[config.mk]
export PLATFORM = sky130hd
export DESIGN_NAME = surfturf_cmd_scheduler
export DESIGN_NICKNAME = d
export VERILOG_FILES = /design/src/rtl/surfturf_cmd_scheduler.sv
export SDC_FILE = /design/constraint.sdc
export NUM_CORES = 1
export LEC_CHECK = 0
export CAP_MARGIN = 10
export CORE_ASPECT_RATIO = 0.75
export CORE_MARGIN = 1.5
export CORE_UTILIZATION = 44
export DETAILED_ROUTE_END_ITERATION = 8
export PLACE_DENSITY = 0.92
export RECOVER_POWER = 50
export SLEW_MARGIN = 20
export SYNTH_ARGS = -nofsm -noshare
export SYNTH_HDL_FRONTEND = slang
export SYNTH_SLANG_ARGS = --single-unit
[constraint.sdc]
create_clock -name sysclk_i -period 2.2 [get_ports sysclk_i]
set_clock_uncertainty 0.1 [all_clocks]
set_input_delay 0.33 -clock sysclk_i [delete_from_list [all_inputs] [get_ports sysclk_i]]
set_output_delay 0.33 -clock sysclk_i [all_outputs]
set_load 0.02 [all_outputs]
[src/rtl/surfturf_cmd_scheduler.sv]
// rtl/surfturf_cmd_scheduler.sv - per-frame SURF command slot arbiter (runcmd / trig / fw)
//
// Picks one of three AXI4-Stream-style requesters once per frame (sync_i) and
// issues a registered 20-bit command slot the cycle after. Trigger has fixed
// priority; run commands and firmware bytes are forced through after
// STARVE_LIMIT consecutive lost frames (runcmd ahead of fw).
//
// Ports:
//   sysclk_i, sysclk_rst_n_i        clock, synchronous active-low reset
//   sync_i                          frame strobe (one-cycle pulse)
//   runcmd_t*/trig_t*/fw_t*         input streams; treadys pulse only for the winner
//   fw_mark_i                       mark levels carried with an issued fw byte
//   fw_marked_o                     pulse with cmd_tvalid_o when a marked fw byte goes out
//   cmd_tdata_o / cmd_tvalid_o      {type[1:0], mark[1:0], payload[15:0]} and slot pulse
//
// Optional: define SURFTURF_CMD_SCHED_STATS_EN to add wrapping per-type slot
// counters (stat_*_o) and a forced-win counter.

module surfturf_cmd_scheduler #(
    parameter int STARVE_LIMIT = 4,
    parameter int TRIG_BITS    = 15,
    parameter int RUNCMD_BITS  = 2
) (
    input  logic                   sysclk_i,
    input  logic                   sysclk_rst_n_i,
    input  logic                   sync_i,
    input  logic [RUNCMD_BITS-1:0] runcmd_tdata,
    input  logic                   runcmd_tvalid,
    output logic                   runcmd_tready,
    input  logic [TRIG_BITS-1:0]   trig_tdata,
    input  logic                   trig_tvalid,
    output logic                   trig_tready,
    input  logic [7:0]             fw_tdata,
    input  logic                   fw_tvalid,
    output logic                   fw_tready,
    input  logic [1:0]             fw_mark_i,
    output logic                   fw_marked_o,
    output logic [19:0]            cmd_tdata_o,
    output logic                   cmd_tvalid_o
`ifdef SURFTURF_CMD_SCHED_STATS_EN
    ,
    output logic [15:0]            stat_trig_o,
    output logic [15:0]            stat_runcmd_o,
    output logic [15:0]            stat_fw_o,
    output logic [15:0]            stat_idle_o,
    output logic [7:0]             stat_forced_o
`endif
);

    localparam logic [3:0] LP_LIMIT = 4'(STARVE_LIMIT);

    // Encodings double as the slot type field.
    typedef enum logic [1:0] {
        SEL_IDLE = 2'b00,
        SEL_RUN  = 2'b01,
        SEL_TRIG = 2'b10,
        SEL_FW   = 2'b11
    } sel_t;

    sel_t        w_sel;
    logic        w_forced;
    logic        w_go;
    logic [15:0] w_payload;
    logic [1:0]  w_mark;

    logic [3:0]  r_runcmd_starve;
    logic [3:0]  r_fw_starve;
    logic [19:0] r_cmd_tdata;
    logic        r_cmd_tvalid;
    logic        r_fw_marked;

    always_comb begin
        w_sel    = SEL_IDLE;
        w_forced = 1'b0;
        if (runcmd_tvalid && (r_runcmd_starve >= LP_LIMIT)) begin
            w_sel    = SEL_RUN;
            w_forced = 1'b1;
        end else if (fw_tvalid && (r_fw_starve >= LP_LIMIT)) begin
            w_sel    = SEL_FW;
            w_forced = 1'b1;
        end else if (trig_tvalid) begin
            w_sel = SEL_TRIG;
        end else if (runcmd_tvalid) begin
            w_sel = SEL_RUN;
        end else if (fw_tvalid) begin
            w_sel = SEL_FW;
        end
    end

    always_comb begin
        w_payload = 16'h0000;
        w_mark    = 2'b00;
        case (w_sel)
            SEL_RUN:  w_payload = 16'(runcmd_tdata);
            SEL_TRIG: w_payload = 16'(trig_tdata);
            SEL_FW: begin
                w_payload = 16'(fw_tdata);
                w_mark    = fw_mark_i;
            end
            default:  w_payload = 16'h0000;
        endcase
    end

    // A frame that coincides with reset is dropped, so no beat may be accepted.
    assign w_go          = sync_i && sysclk_rst_n_i;
    assign runcmd_tready = w_go && (w_sel == SEL_RUN);
    assign trig_tready   = w_go && (w_sel == SEL_TRIG);
    assign fw_tready     = w_go && (w_sel == SEL_FW);

    always_ff @(posedge sysclk_i) begin
        if (!sysclk_rst_n_i) begin
            r_runcmd_starve <= 4'd0;
            r_fw_starve     <= 4'd0;
            r_cmd_tdata     <= 20'd0;
            r_cmd_tvalid    <= 1'b0;
            r_fw_marked     <= 1'b0;
        end else begin
            r_cmd_tvalid <= sync_i;
            r_fw_marked  <= sync_i && (w_sel == SEL_FW) && (fw_mark_i != 2'b00);
            if (sync_i) begin
                r_cmd_tdata <= {w_sel, w_mark, w_payload};
                if (!runcmd_tvalid || (w_sel == SEL_RUN))
                    r_runcmd_starve <= 4'd0;
                else if (r_runcmd_starve != 4'hF)
                    r_runcmd_starve <= r_runcmd_starve + 4'd1;
                if (!fw_tvalid || (w_sel == SEL_FW))
                    r_fw_starve <= 4'd0;
                else if (r_fw_starve != 4'hF)
                    r_fw_starve <= r_fw_starve + 4'd1;
            end
        end
    end

    assign cmd_tdata_o  = r_cmd_tdata;
    assign cmd_tvalid_o = r_cmd_tvalid;
    assign fw_marked_o  = r_fw_marked;

`ifdef SURFTURF_CMD_SCHED_STATS_EN
    logic        r_forced;
    logic [15:0] r_stat_trig;
    logic [15:0] r_stat_runcmd;
    logic [15:0] r_stat_fw;
    logic [15:0] r_stat_idle;
    logic [7:0]  r_stat_forced;

    // Counts are taken on the slot pulse, using the type just loaded.
    always_ff @(posedge sysclk_i) begin
        if (!sysclk_rst_n_i) begin
            r_forced      <= 1'b0;
            r_stat_trig   <= 16'd0;
            r_stat_runcmd <= 16'd0;
            r_stat_fw     <= 16'd0;
            r_stat_idle   <= 16'd0;
            r_stat_forced <= 8'd0;
        end else begin
            if (sync_i)
                r_forced <= w_forced;
            if (r_cmd_tvalid) begin
                case (r_cmd_tdata[19:18])
                    2'b01:   r_stat_runcmd <= r_stat_runcmd + 16'd1;
                    2'b10:   r_stat_trig   <= r_stat_trig + 16'd1;
                    2'b11:   r_stat_fw     <= r_stat_fw + 16'd1;
                    default: r_stat_idle   <= r_stat_idle + 16'd1;
                endcase
                if (r_forced)
                    r_stat_forced <= r_stat_forced + 8'd1;
            end
        end
    end

    assign stat_trig_o   = r_stat_trig;
    assign stat_runcmd_o = r_stat_runcmd;
    assign stat_fw_o     = r_stat_fw;
    assign stat_idle_o   = r_stat_idle;
    assign stat_forced_o = r_stat_forced;
`else
    logic w_unused_forced;
    assign w_unused_forced = w_forced;
`endif

endmodule

# [After elaboration in Yosys (flattened, before gate mapping)]
# Index checks and enable logic that the tools add are counted.
[classes] n_lt_le_gt_ge=2 n_reduce_logical=17 muxes=11 n_eq_ne=5 add_sub_neg=2
[ops] op="one-hot mux 15 bit (3 select lines)" n=1
[ops] op="two-way mux 4 bit" n=4
[ops] op="two-way mux 2 bit" n=6
[ops] op="adder 4 x 1 -> 4 bit, second input constant" n=2
[ops] op="greater-or-equal comparator 4 x 3 -> 1 bit, second input constant" n=2
[ops] op="logical AND 1 bit" n=8
[ops] op="!= test 4 bit, second input constant" n=2
[ops] op="nonzero test 2 bit" n=3
[ops] op="equality test 2 bit, second input constant" n=2
[ops] op="AND reduction 2 bit" n=2
[ops] op="equality test 2 x 1 -> 1 bit, second input constant" n=1
[ops] op="zero test 1 bit" n=2
[ops] op="logical OR 1 bit" n=2
[word_totals] ff_bits=30 word_cells=42

# [Depth between registers and ports, before layout]
# Gate-level depths: netlist of the first run.
[logic_depth] word_depth=9 ltp_mapped=6

# [Worst setup path after synthesis of the first run]
# No wires, ideal clock.
[synth_path] kind="input to output" startpoint="input fw_tvalid" endpoint="output fw_tready" cell_stages=5 path_slack_ps=619 required_time_ps=1770 path_buffers=2 arrival_time_ps=1151 path_cell_list="buf_2 > o21ai_1 > o21a_1 > buf_6 > nor2_1"
[synth_via] elab_chain_len=7 elab_cells_between_ends=8 cone_classes="1 x eq/ne; 5 x mux; 2 x reduce/logical"
[synth_lines] element="from (decl)" line_no="34" source="input logic fw_tvalid,"
[synth_lines] element="two-way mux 2 bit" line_no="85" source="end else if (fw_tvalid) begin"
[synth_lines] element="two-way mux 2 bit" line_no="83" source="end else if (runcmd_tvalid) begin"
[synth_lines] element="two-way mux 2 bit" line_no="81" source="end else if (trig_tvalid) begin"
[synth_lines] element="two-way mux 2 bit *" line_no="78" source="end else if (fw_tvalid && (r_fw_starve >= LP_LIMIT)) begin"
[synth_lines] element="two-way mux 2 bit *" line_no="75" source="if (runcmd_tvalid && (r_runcmd_starve >= LP_LIMIT)) begin"
[synth_lines] element="equality test 2 bit *" line_no="108" source="assign fw_tready = w_go && (w_sel == SEL_FW);"
[synth_lines] element="logical AND 1 bit *" line_no="108"
[synth_lines] element="to (decl)" line_no="35" source="output logic fw_tready,"
# Mark *: on every way between the ends. The rest lies on a longest branch, timed or not.

# [Worst setup path in the final report of the first run]
[layout_path] startpoint="input runcmd_tvalid" endpoint="output trig_tready"
[layout_via] elab_chain_len=6 elab_cells_between_ends=7 cone_classes="1 x eq/ne; 4 x mux; 2 x reduce/logical"
[layout_lines] element="from (decl)" line_no="28" source="input logic runcmd_tvalid,"
[layout_lines] element="two-way mux 2 bit" line_no="83"
[layout_lines] element="two-way mux 2 bit" line_no="81"
[layout_lines] element="two-way mux 2 bit" line_no="78"
[layout_lines] element="two-way mux 2 bit *" line_no="75"
[layout_lines] element="equality test 2 bit *" line_no="107" source="assign trig_tready = w_go && (w_sel == SEL_TRIG);"
[layout_lines] element="logical AND 1 bit *" line_no="107"
[layout_lines] element="to (decl)" line_no="32" source="output logic trig_tready,"
# Marks and branches as above.

==> results of run 1 <==
[Yosys cell counts, types with 3 or more instances]
cell / n / area share
o21a_1: 4 / 0.023
nor2_1: 6 / 0.017
nand2_1: 12 / 0.034
inv_1: 6 / 0.017
dfxtp_1: 29 / 0.44
a21oi_1: 4 / 0.015
o22ai_1: 3 / 0.014
nand3_1: 3 / 0.011
a22o_1: 8 / 0.053
nor2b_1: 5 / 0.024
and2_1: 4 / 0.019
buf_2: 7 / 0.027
o21ai_0: 3 / 0.011
mux2i_1: 8 / 0.061
o21ai_1: 7 / 0.027
[metal layers]
metal / routed length, µm / track usage
met3: 174 / 0.0717
met2: 2060 / 0.455
met5: 0 / 0
met4: 86 / 0.126
met1: 1530 / 0.281
[critical path, stage by stage]
cell and delay (ns):
clkdlybuf4s50_1 0.59, o21ai_2 0.11, and2_4 0.17, and3_4 0.17, dlygate4sd2_1 0.31
[metrics by stage]
stage	utilization	setup TNS (ns)	setup slack, ns
after floorplan	-	0	0.619
after global placement	0.720	-0.374	-0.140
after detailed placement	0.720	-0.471	-0.171
after CTS	0.749	0	0.0834
after global routing	0.744	0	0.0278
final	0.744	0	0.0834
[sequential cells by signal, summed over array words and instances, names as in the netlist]
| name | count |
|---|---|
| cmd_tdata_o | 19 |
| fw_marked_o | 1 |
| r_runcmd_starve | 4 |
| cmd_tvalid_o | 1 |
| r_fw_starve | 4 |
[layout make-up]
type | count | area share
Inverter | 6 | 0.0111
Tap cell | 36 | 0.0222
Multi-Input combinational cell | 95 | 0.319
Sequential cell | 29 | 0.287
Clock inverter | 2 | 0.00494
Clock buffer | 6 | 0.0358
Timing Repair Buffer | 70 | 0.320
[what timing repair did]
| action | in CTS | in global routing |
|---|---|---|
| setup endpoints to repair | 3 | 1 |
| gates cloned | 0 | 0 |
| gates resized for setup | 3 | 2 |
[report_power, final]
group	switching [mW]	leakage, nW	internal (mW)
Clock	0.197	0.0450	0.218
Combinational	0.0953	0.597	0.120
Sequential	0.0118	0.237	0.546
Total	0.304	0.878	0.884
[layout by cell type, fill, tap and decap left out, drive strengths merged, types with 3 or more instances in the layout]
| cell type | synthesis | layout |
|---|---|---|
| buf | 11 | 11 |
| a21oi | 4 | 4 |
| nand2 | 12 | 12 |
| dfxtp | 29 | 29 |
| mux2i | 8 | 8 |
| clkbuf | 1 | 10 |
| inv | 6 | 6 |
| o21ai | 12 | 12 |
| nor2b | 6 | 6 |
| o22ai | 3 | 3 |
| clkdlybuf4s50 | 0 | 42 |
| and2 | 6 | 6 |
| nor2 | 6 | 6 |
| a22o | 8 | 8 |
| dlygate4sd3 | 0 | 11 |
| o21a | 4 | 4 |
| nand3 | 3 | 3 |
[kinds of logic (layout without fill, tap and decap cells)]
logic type | count (synthesis) | after routing
compound gates | 44 | 44
simple gates | 39 | 39
flops | 29 | 29
buf+inv | 18 | 84
mux | 9 | 9
fa+ha+maj | 2 | 2
other cells | 1 | 1
[worst max-delay path by stage]
stage | startpoint | to | cells past startpoint
2_1_floorplan | fw_tvalid | fw_tready | 5
3_3_place_gp | sysclk_rst_n_i | fw_tready | 6
3_5_place_dp | runcmd_tvalid | fw_tready | 6
4_1_cts | runcmd_tvalid | trig_tready | 5
5_1_grt | r_fw_starve[3]$_SDFFE_PN0P_ | fw_tready | 5
6_report | runcmd_tvalid | trig_tready | 5
==> impl_metrics.json, run 1 <==
{
  "status": "complete, no violations",
  "reg2reg_to": "cmd_tdata_o[13]$_SDFFE_PN0P_",
  "synth_seq_cells": 29,
  "min_from": "cmd_tdata_o[2]$_SDFFE_PN0P_",
  "pwr_density_cell_mw_per_mm2": 587,
  "dr_total_vias": 1323,
  "routed_wirelength_um": 3840,
  "syn-cell-area_mm2": 0.00132,
  "rsz0062_at_grt": "no",
  "clock_latency_ns": 0.28,
  "numCtsBuffers": 5,
  "slew_headroom": 0.528,
  "synth_warnings": 0,
  "synth_area_per_cell_um2": 9.30,
  "synth_nets": 177,
  "placed_cells": 236,
  "synth.area.mux_share": 0.0691,
  "drt_iter0_drc": 61,
  "wl_per_cell_um": 15.7,
  "synthAdderAreaFrac": 0.0189,
  "final_max_slew_viol_count": 0,
  "arrival_ns": 1.69,
  "num_rows": 16,
  "regArea_um2": 581,
  "multi_input_area_um2": 646,
  "ys_async_sr_fraction": 0,
  "synth_top_family_by_area": "compound AO/OA/AOI/OAI gates",
  "synth-xor-area-share": 0,
  "drc": 0,
  "syn_inst": 142,
  "hold_buffers": 0,
  "finalCriticalPeriod_ns": 2.12,
  "vdd_drop_max_uv": 447,
  "cts_tree": "done",
  "reg2reg_depth": 5,
  "cap_violations": 0,
  "ctsRootBufferMaster": "clkbuf_8",
  "max_freq_ghz": 0.472,
  "critPathMaxFanout": 5,
  "fin_nets": 242,
  "fillCellCount": 191,
  "drive_gt1_frac": 0.130,
  "holdPathStages": 2,
  "grt_overflow": 0,
  "hp-class": "flip-flop to flip-flop",
  "p_leak_nw": 0.878,
  "clk_pin_slew_ns": 0.06,
  "grt_usage": 0.257,
  "holdWs_ns": 0.354,
  "min_period_over_period": 0.962,
  "synth.distinct_cells": 40,
  "dieArea_mm2": 0.00334,
  "ys_seq_area_frac": 0.439,
  "worst_slew_pin_slew_ns": 0.708,
  "fin_cells": 244,
  "antenna-diode-count": 0,
  "cts_setup_buffers": 0,
  "via_per_inst": 5.42,
  "holdPathEnd": "cmd_tdata_o[2]$_SDFFE_PN0P_",
  "ctsHtreeMaxLevel": 2,
  "die_x_um": 66.3,
  "grt_max_degree": 20,
  "cp-end-kind": "primary output",
  "r2r-start": "r_fw_starve[3]$_SDFFE_PN0P_",
  "coreArea_mm2": 0.00272,
  "gp_congestion": 0.899,
  "synth_edf_count": 0,
  "dpl.hpwl_um": 2800,
  "setup_viol": 0,
  "grt_pass1_vias": 1322,
  "crit_type": "input pin to primary output",
  "synth_compound_area_frac": 0.237,
  "rrSetupSlack_ns": 0.59,
  "die_h_um": 50.5,
  "cp.required_ns": 1.77,
  "port_buffers": 56,
  "final_cell_area_mm2": 0.00202,
  "synth_ff_type": "dfxtp_1",
  "start_kind": "input pin",
  "synthSimpleGateAreaFrac": 0.161,
  "design_power_total_mw": 1.19,
  "placedInstanceArea_mm2": 0.00196,
  "cts_sinks": 29,
  "ant_nets": 0,
  "clockBufferDepth": 2,
  "io-pin-count": 58,
  "grt_pass1_wl_um": 6310,
  "finalHoldViolations": 0,
  "initial_core_util": 0.485,
  "dr.pass1.iters": 5,
  "antenna_found_initial": 0,
  "synthToLayoutAreaGrowth_pct": 53.2
}
Note: power is estimated with default switching activity, not from simulation.
==> run 2, diff against run 1 <==
CORE_UTILIZATION = 41   (was 44)
PLACE_DENSITY = 0.87   (was 0.92)
clock period = 2.4 ns   (was 2.2 ns; I/O delays follow)
==> run 2 against run 1 <==
Routed wire length is 12% lower. First-iteration DRC count is 11% higher. Via count is 3.2% lower. Critical endpoint unchanged. Largest power group unchanged. Core utilization is 6.6 points lower.
==> impl_metrics.json, run 2 (synthesis results as in run 1) <==
{
  "p_switching_mw": 0.263,
  "critical_path_depth": 5,
  "fin_nets": 243,
  "initial_core_util": 0.441,
  "numCtsBuffers": 5,
  "largest_reg_flops": 19,
  "die_h_um": 52.2,
  "grt_overflow": 0,
  "design_power_total_mw": 1.08,
  "min_period_over_period": 0.939,
  "cap_violations": 0,
  "ctsHtreeMaxLevel": 2,
  "drive_gt1_frac": 0.110,
  "max_freq_ghz": 0.444,
  "dr.pass1.iters": 4,
  "regArea_um2": 581,
  "synthToLayoutAreaGrowth_pct": 53.7,
  "p_clk_frac": 0.346,
  "multi_input_area_um2": 646,
  "tns_ns": 0,
  "grt_pass1_wl_um": 5480,
  "combPwrFrac": 0.180,
  "ant_nets": 0,
  "grt_usage": 0.216,
  "dr_total_vias": 1281,
  "critPathMaxFanout": 8,
  "placed_cells": 239,
  "layout.cells.most_common": "clkdlybuf4s50_1",
  "io-pin-count": 58,
  "placedInstanceArea_mm2": 0.00197,
  "worst_slew_pin_slew_ns": 0.691,
  "r2r-start": "r_fw_starve[3]$_SDFFE_PN0P_",
  "cts_tree": "done",
  "cp.required_ns": 1.94,
  "fillCellCount": 242,
  "grt_max_degree": 20,
  "arrival_ns": 1.79,
  "cp-end-kind": "primary output",
  "clk_pin_slew_ns": 0.05,
  "holdWs_ns": 0.347,
  "setup_viol": 0,
  "hp-class": "flip-flop to flip-flop",
  "cp.buffers_inverters": 3,
  "gp_congestion": 0.884,
  "path_cells": "clkdlybuf4s50_1 -> o21ai_0 -> buf_4 -> and3_4 -> dlygate4sd2_1",
  "path_delay_family": "buffers and inverters",
  "dpl.hpwl_um": 2570,
  "crit_end": "trig_tready",
  "reg2reg_to": "cmd_tdata_o[1]$_SDFFE_PN0P_",
  "status": "complete, no violations",
  "place_ws_ns": -0.0914,
  "slew_headroom": 0.540,
  "grt_pass1_vias": 1290,
  "rrSetupSlack_ns": 0.39,
  "finalHoldViolations": 0,
  "reg2reg_depth": 5,
  "coreArea_mm2": 0.00300,
  "p_seq_frac": 0.474,
  "via_per_inst": 5.19,
  "antenna_found_initial": 0,
  "fin_cells": 247,
  "finalCriticalPeriod_ns": 2.25,
  "p_leak_nw": 0.895,
  "p_sw_frac": 0.244,
  "hold_buffers": 0,
  "rsz0062_at_grt": "no",
  "clock_latency_ns": 0.28,
  "cp_slowest_cell": "clkdlybuf4s50_1",
  "p_int_mw": 0.814,
  "crit_path_start": "fw_tvalid",
  "vdd_drop_max_uv": 306,
  "crit_type": "input pin to primary output",
  "wl_per_cell_um": 13.7,
  "port_buffers": 56,
  "routed_wirelength_um": 3380,
  "antenna-diode-count": 0,
  "cpPeakStageDelay_ns": 0.62,
  "fin_util": 0.677,
  "final_cell_area_mm2": 0.00203,
  "drc": 0,
  "final_max_slew_viol_count": 0,
  "most-common-layout-cells": "clkdlybuf4s50_1 (35), dfxtp_1 (29), dlygate4sd3_1 (18)",
  "die_x_um": 68.6,
  "fin_ws_ns": 0.147,
  "pwr_density_cell_mw_per_mm2": 530,
  "num_rows": 17,
  "clockBufferDepth": 2,
  "ctsRootBufferMaster": "clkbuf_8",
  "drt_iter0_drc": 68,
  "dieArea_mm2": 0.00358,
  "start_kind": "input pin",
  "cts_sinks": 29
}
run 2: worst min-delay path by stage:
stage                                         start                               to  slack [ns]  depth (start not counted)
floorplan           r_runcmd_starve[3]$_SDFFE_PN0P_  r_runcmd_starve[3]$_SDFFE_PN0P_        0.38                          1
global placement        cmd_tdata_o[4]$_SDFFE_PN0P_      cmd_tdata_o[4]$_SDFFE_PN0P_        0.34                          2
detailed placement      cmd_tdata_o[3]$_SDFFE_PN0P_      cmd_tdata_o[3]$_SDFFE_PN0P_        0.35                          2
CTS                     cmd_tdata_o[3]$_SDFFE_PN0P_      cmd_tdata_o[3]$_SDFFE_PN0P_        0.36                          2
global route           cmd_tdata_o[10]$_SDFFE_PN0P_     cmd_tdata_o[10]$_SDFFE_PN0P_        0.38                          1
finish                  cmd_tdata_o[3]$_SDFFE_PN0P_      cmd_tdata_o[3]$_SDFFE_PN0P_        0.35                          2
run 2: power groups by stage:
stage               sequential (mW)  combinational, mW  clock [mW]
finish                        0.510              0.194       0.372
global route                  0.512              0.209       0.403
CTS                           0.511              0.203       0.385
global placement              0.519              0.197           0
detailed placement            0.521              0.203           0
floorplan                     0.540             0.0708           0
run 2: worst min-delay path: stages (launching register included):
cell and delay (ns):
dfxtp_1 0.30, nand2_1 0.05, o21ai_1 0.05
run 2: area by class of cell:
cell class	count	area share
timing repair buffer	71	0.322
tap	38	0.0234
multi-input combinational	95	0.318
sequential	29	0.286
inverter	6	0.0111
clock buffer	8	0.0394
run 2: timing repair:
| item | 4_1_cts | 5_1_grt |
|---|---|---|
| hold endpoints to repair | 0 | 0 |
| setup endpoints to repair | 3 | 0 |
| gates resized for setup | 3 | 0 |
| setup buffers | 0 | 0 |
run 2: routing by layer:
layer | vias up | track usage | routed length, µm
met4 | 0 | 0.137 | 87
met2 | 60 | 0.369 | 1620
met1 | 578 | 0.235 | 1450
met5 | - | 0 | 0
met3 | 8 | 0.0584 | 220
li1 | 635 | - | -
==> run 3, diff against run 2 <==
REMOVE_ABC_BUFFERS = 1   (was unset)
==> run 3 against run 2 <==
Sequential cell count is the same. Global-route usage grew 0.30 points. Fmax grew 0.50%. Die area is the same. Final cell count shrank 0.40%. Clock power grew 17%. Design area grew 0.62%. Routed wire length grew 0.95%. Critical path type unchanged. Largest cell class unchanged. Largest power group unchanged.
==> impl_metrics.json, run 3 (synthesis results as in run 1) <==
{
  "p_leak_nw": 0.875,
  "reg2reg_to": "cmd_tdata_o[0]$_SDFFE_PN0P_",
  "cpPeakStageDelay_ns": 0.60,
  "ctsRootBufferMaster": "clkbuf_8",
  "final_cell_area_mm2": 0.00204,
  "place_ws_ns": -0.0723,
  "final_max_slew_viol_count": 0,
  "drc": 0,
  "io-pin-count": 58,
  "tns_ns": 0,
  "dr_total_vias": 1263,
  "placedInstanceArea_mm2": 0.00196,
  "routed_wirelength_um": 3410,
  "cp.buffers_inverters": 3,
  "path_delay_family": "buffers and inverters",
  "finalCriticalPeriod_ns": 2.24,
  "holdWs_ns": 0.349,
  "die_x_um": 68.6,
  "cts_sinks": 29,
  "critPathMaxFanout": 5,
  "status": "complete, no violations",
  "ctsHtreeMaxLevel": 2,
  "clockBufferDepth": 2,
  "numCtsBuffers": 5,
  "dpl.hpwl_um": 2630,
  "cts_tree": "done",
  "holdPathEnd": "cmd_tdata_o[2]$_SDFFE_PN0P_",
  "grt_max_degree": 20,
  "synthToLayoutAreaGrowth_pct": 54.6,
  "fin_nets": 242,
  "reg2reg_depth": 5,
  "grt_usage": 0.219,
  "worst_slew_pin_slew_ns": 0.740,
  "hp-class": "flip-flop to flip-flop",
  "grt_pass1_wl_um": 5590,
  "die_h_um": 52.2,
  "cp-end-kind": "primary output",
  "max_freq_ghz": 0.446,
  "layout.cells.most_common": "clkdlybuf4s50_1",
  "coreArea_mm2": 0.00300,
  "pwr_density_cell_mw_per_mm2": 558,
  "most-common-layout-cells": "clkdlybuf4s50_1 (44), dfxtp_1 (29), nand2_1 (12)",
  "arrival_ns": 1.78,
  "antenna_found_initial": 0,
  "finalHoldViolations": 0,
  "initial_core_util": 0.441,
  "rrSetupSlack_ns": 0.38,
  "ant_nets": 0,
  "design_power_total_mw": 1.14,
  "via_per_inst": 5.13,
  "crit_type": "input pin to primary output",
  "hold_buffers": 0,
  "fin_util": 0.681,
  "dr.pass1.iters": 4,
  "drt_iter0_drc": 46,
  "rsz0062_at_grt": "no",
  "clock_latency_ns": 0.27,
  "cp.required_ns": 1.94,
  "largest_reg_flops": 19,
  "antenna-diode-count": 0,
  "placed_cells": 238,
  "slew_headroom": 0.507,
  "path_cells": "dlygate4sd3_1 -> o21a_1 -> o21ai_0 -> nand3_1 -> inv_1 -> dlygate4sd2_1",
  "gp_congestion": 0.845,
  "clk_pin_slew_ns": 0.06,
  "cp_slowest_cell": "dlygate4sd3_1",
  "fin_ws_ns": 0.158,
  "dieArea_mm2": 0.00358,
  "grt_pass1_vias": 1246,
  "min_from": "cmd_tdata_o[2]$_SDFFE_PN0P_",
  "holdPathStages": 2,
  "cap_violations": 0,
  "drive_gt1_frac": 0.120,
  "port_buffers": 56,
  "vdd_drop_max_uv": 396,
  "start_kind": "input pin",
  "fin_cells": 246,
  "num_rows": 17,
  "min_period_over_period": 0.934,
  "wl_per_cell_um": 13.9,
  "setup_viol": 0,
  "grt_overflow": 0,
  "r2r-start": "r_fw_starve[3]$_SDFFE_PN0P_",
  "fillCellCount": 255
}
## run 3: worst max-delay path by stage
| stage | cells past startpoint | to | slack [ns] | from |
|---|---|---|---|---|
| after floorplan | 3 | fw_tready | 0.76 | r_fw_starve[3]$_SDFFE_PN0P_ |
| after global placement | 5 | trig_tready | -0.05 | sysclk_rst_n_i |
| after detailed placement | 5 | trig_tready | -0.07 | sysclk_rst_n_i |
| after CTS | 5 | trig_tready | 0.20 | sysclk_rst_n_i |
| after global routing | 6 | cmd_tdata_o[0]$_SDFFE_PN0P_ | 0.10 | fw_tvalid |
| final | 6 | runcmd_tready | 0.16 | fw_tvalid |
## run 3: layout make-up
| class | instances | area, µm² | area share |
|---|---|---|---|
| timing repair buffer | 70 | 651 | 0.318 |
| multi-input combinational | 95 | 641 | 0.314 |
| sequential | 29 | 581 | 0.284 |
| clock buffer | 7 | 96.3 | 0.0472 |
| tap | 38 | 47.5 | 0.0233 |
| inverter | 6 | 22.5 | 0.0110 |
| clock inverter | 1 | 5.00 | 0.00245 |
## run 3: metal layers
layer	vias to the layer above	global-route usage	part of all wire
met5	-	0	0
met4	0	0.0833	0.0088
met3	2	0.0779	0.063
met2	44	0.378	0.49
met1	589	0.245	0.44
li1	628	-	-
## run 3: worst min-delay path: cells and delay by family, from the launching register on
family | cells | cell delay [ns]
AO/OA/AOI/OAI | 1 | 0.05
flip-flops | 1 | 0.31
AND/OR/NAND/NOR | 1 | 0.05
## run 3: timing repair
action	CTS	global route
gates resized for setup	3	0
setup buffers	0	0
endpoints found under the setup margin	3	0
## run 3: where the power goes
part	switching [mW]	internal, mW	leakage [nW]	total [mW]
Combinational	0.0849	0.108	0.584	0.193
Sequential	0.00960	0.500	0.237	0.510
Clock	0.178	0.259	0.0542	0.437
Total	0.273	0.867	0.875	1.14
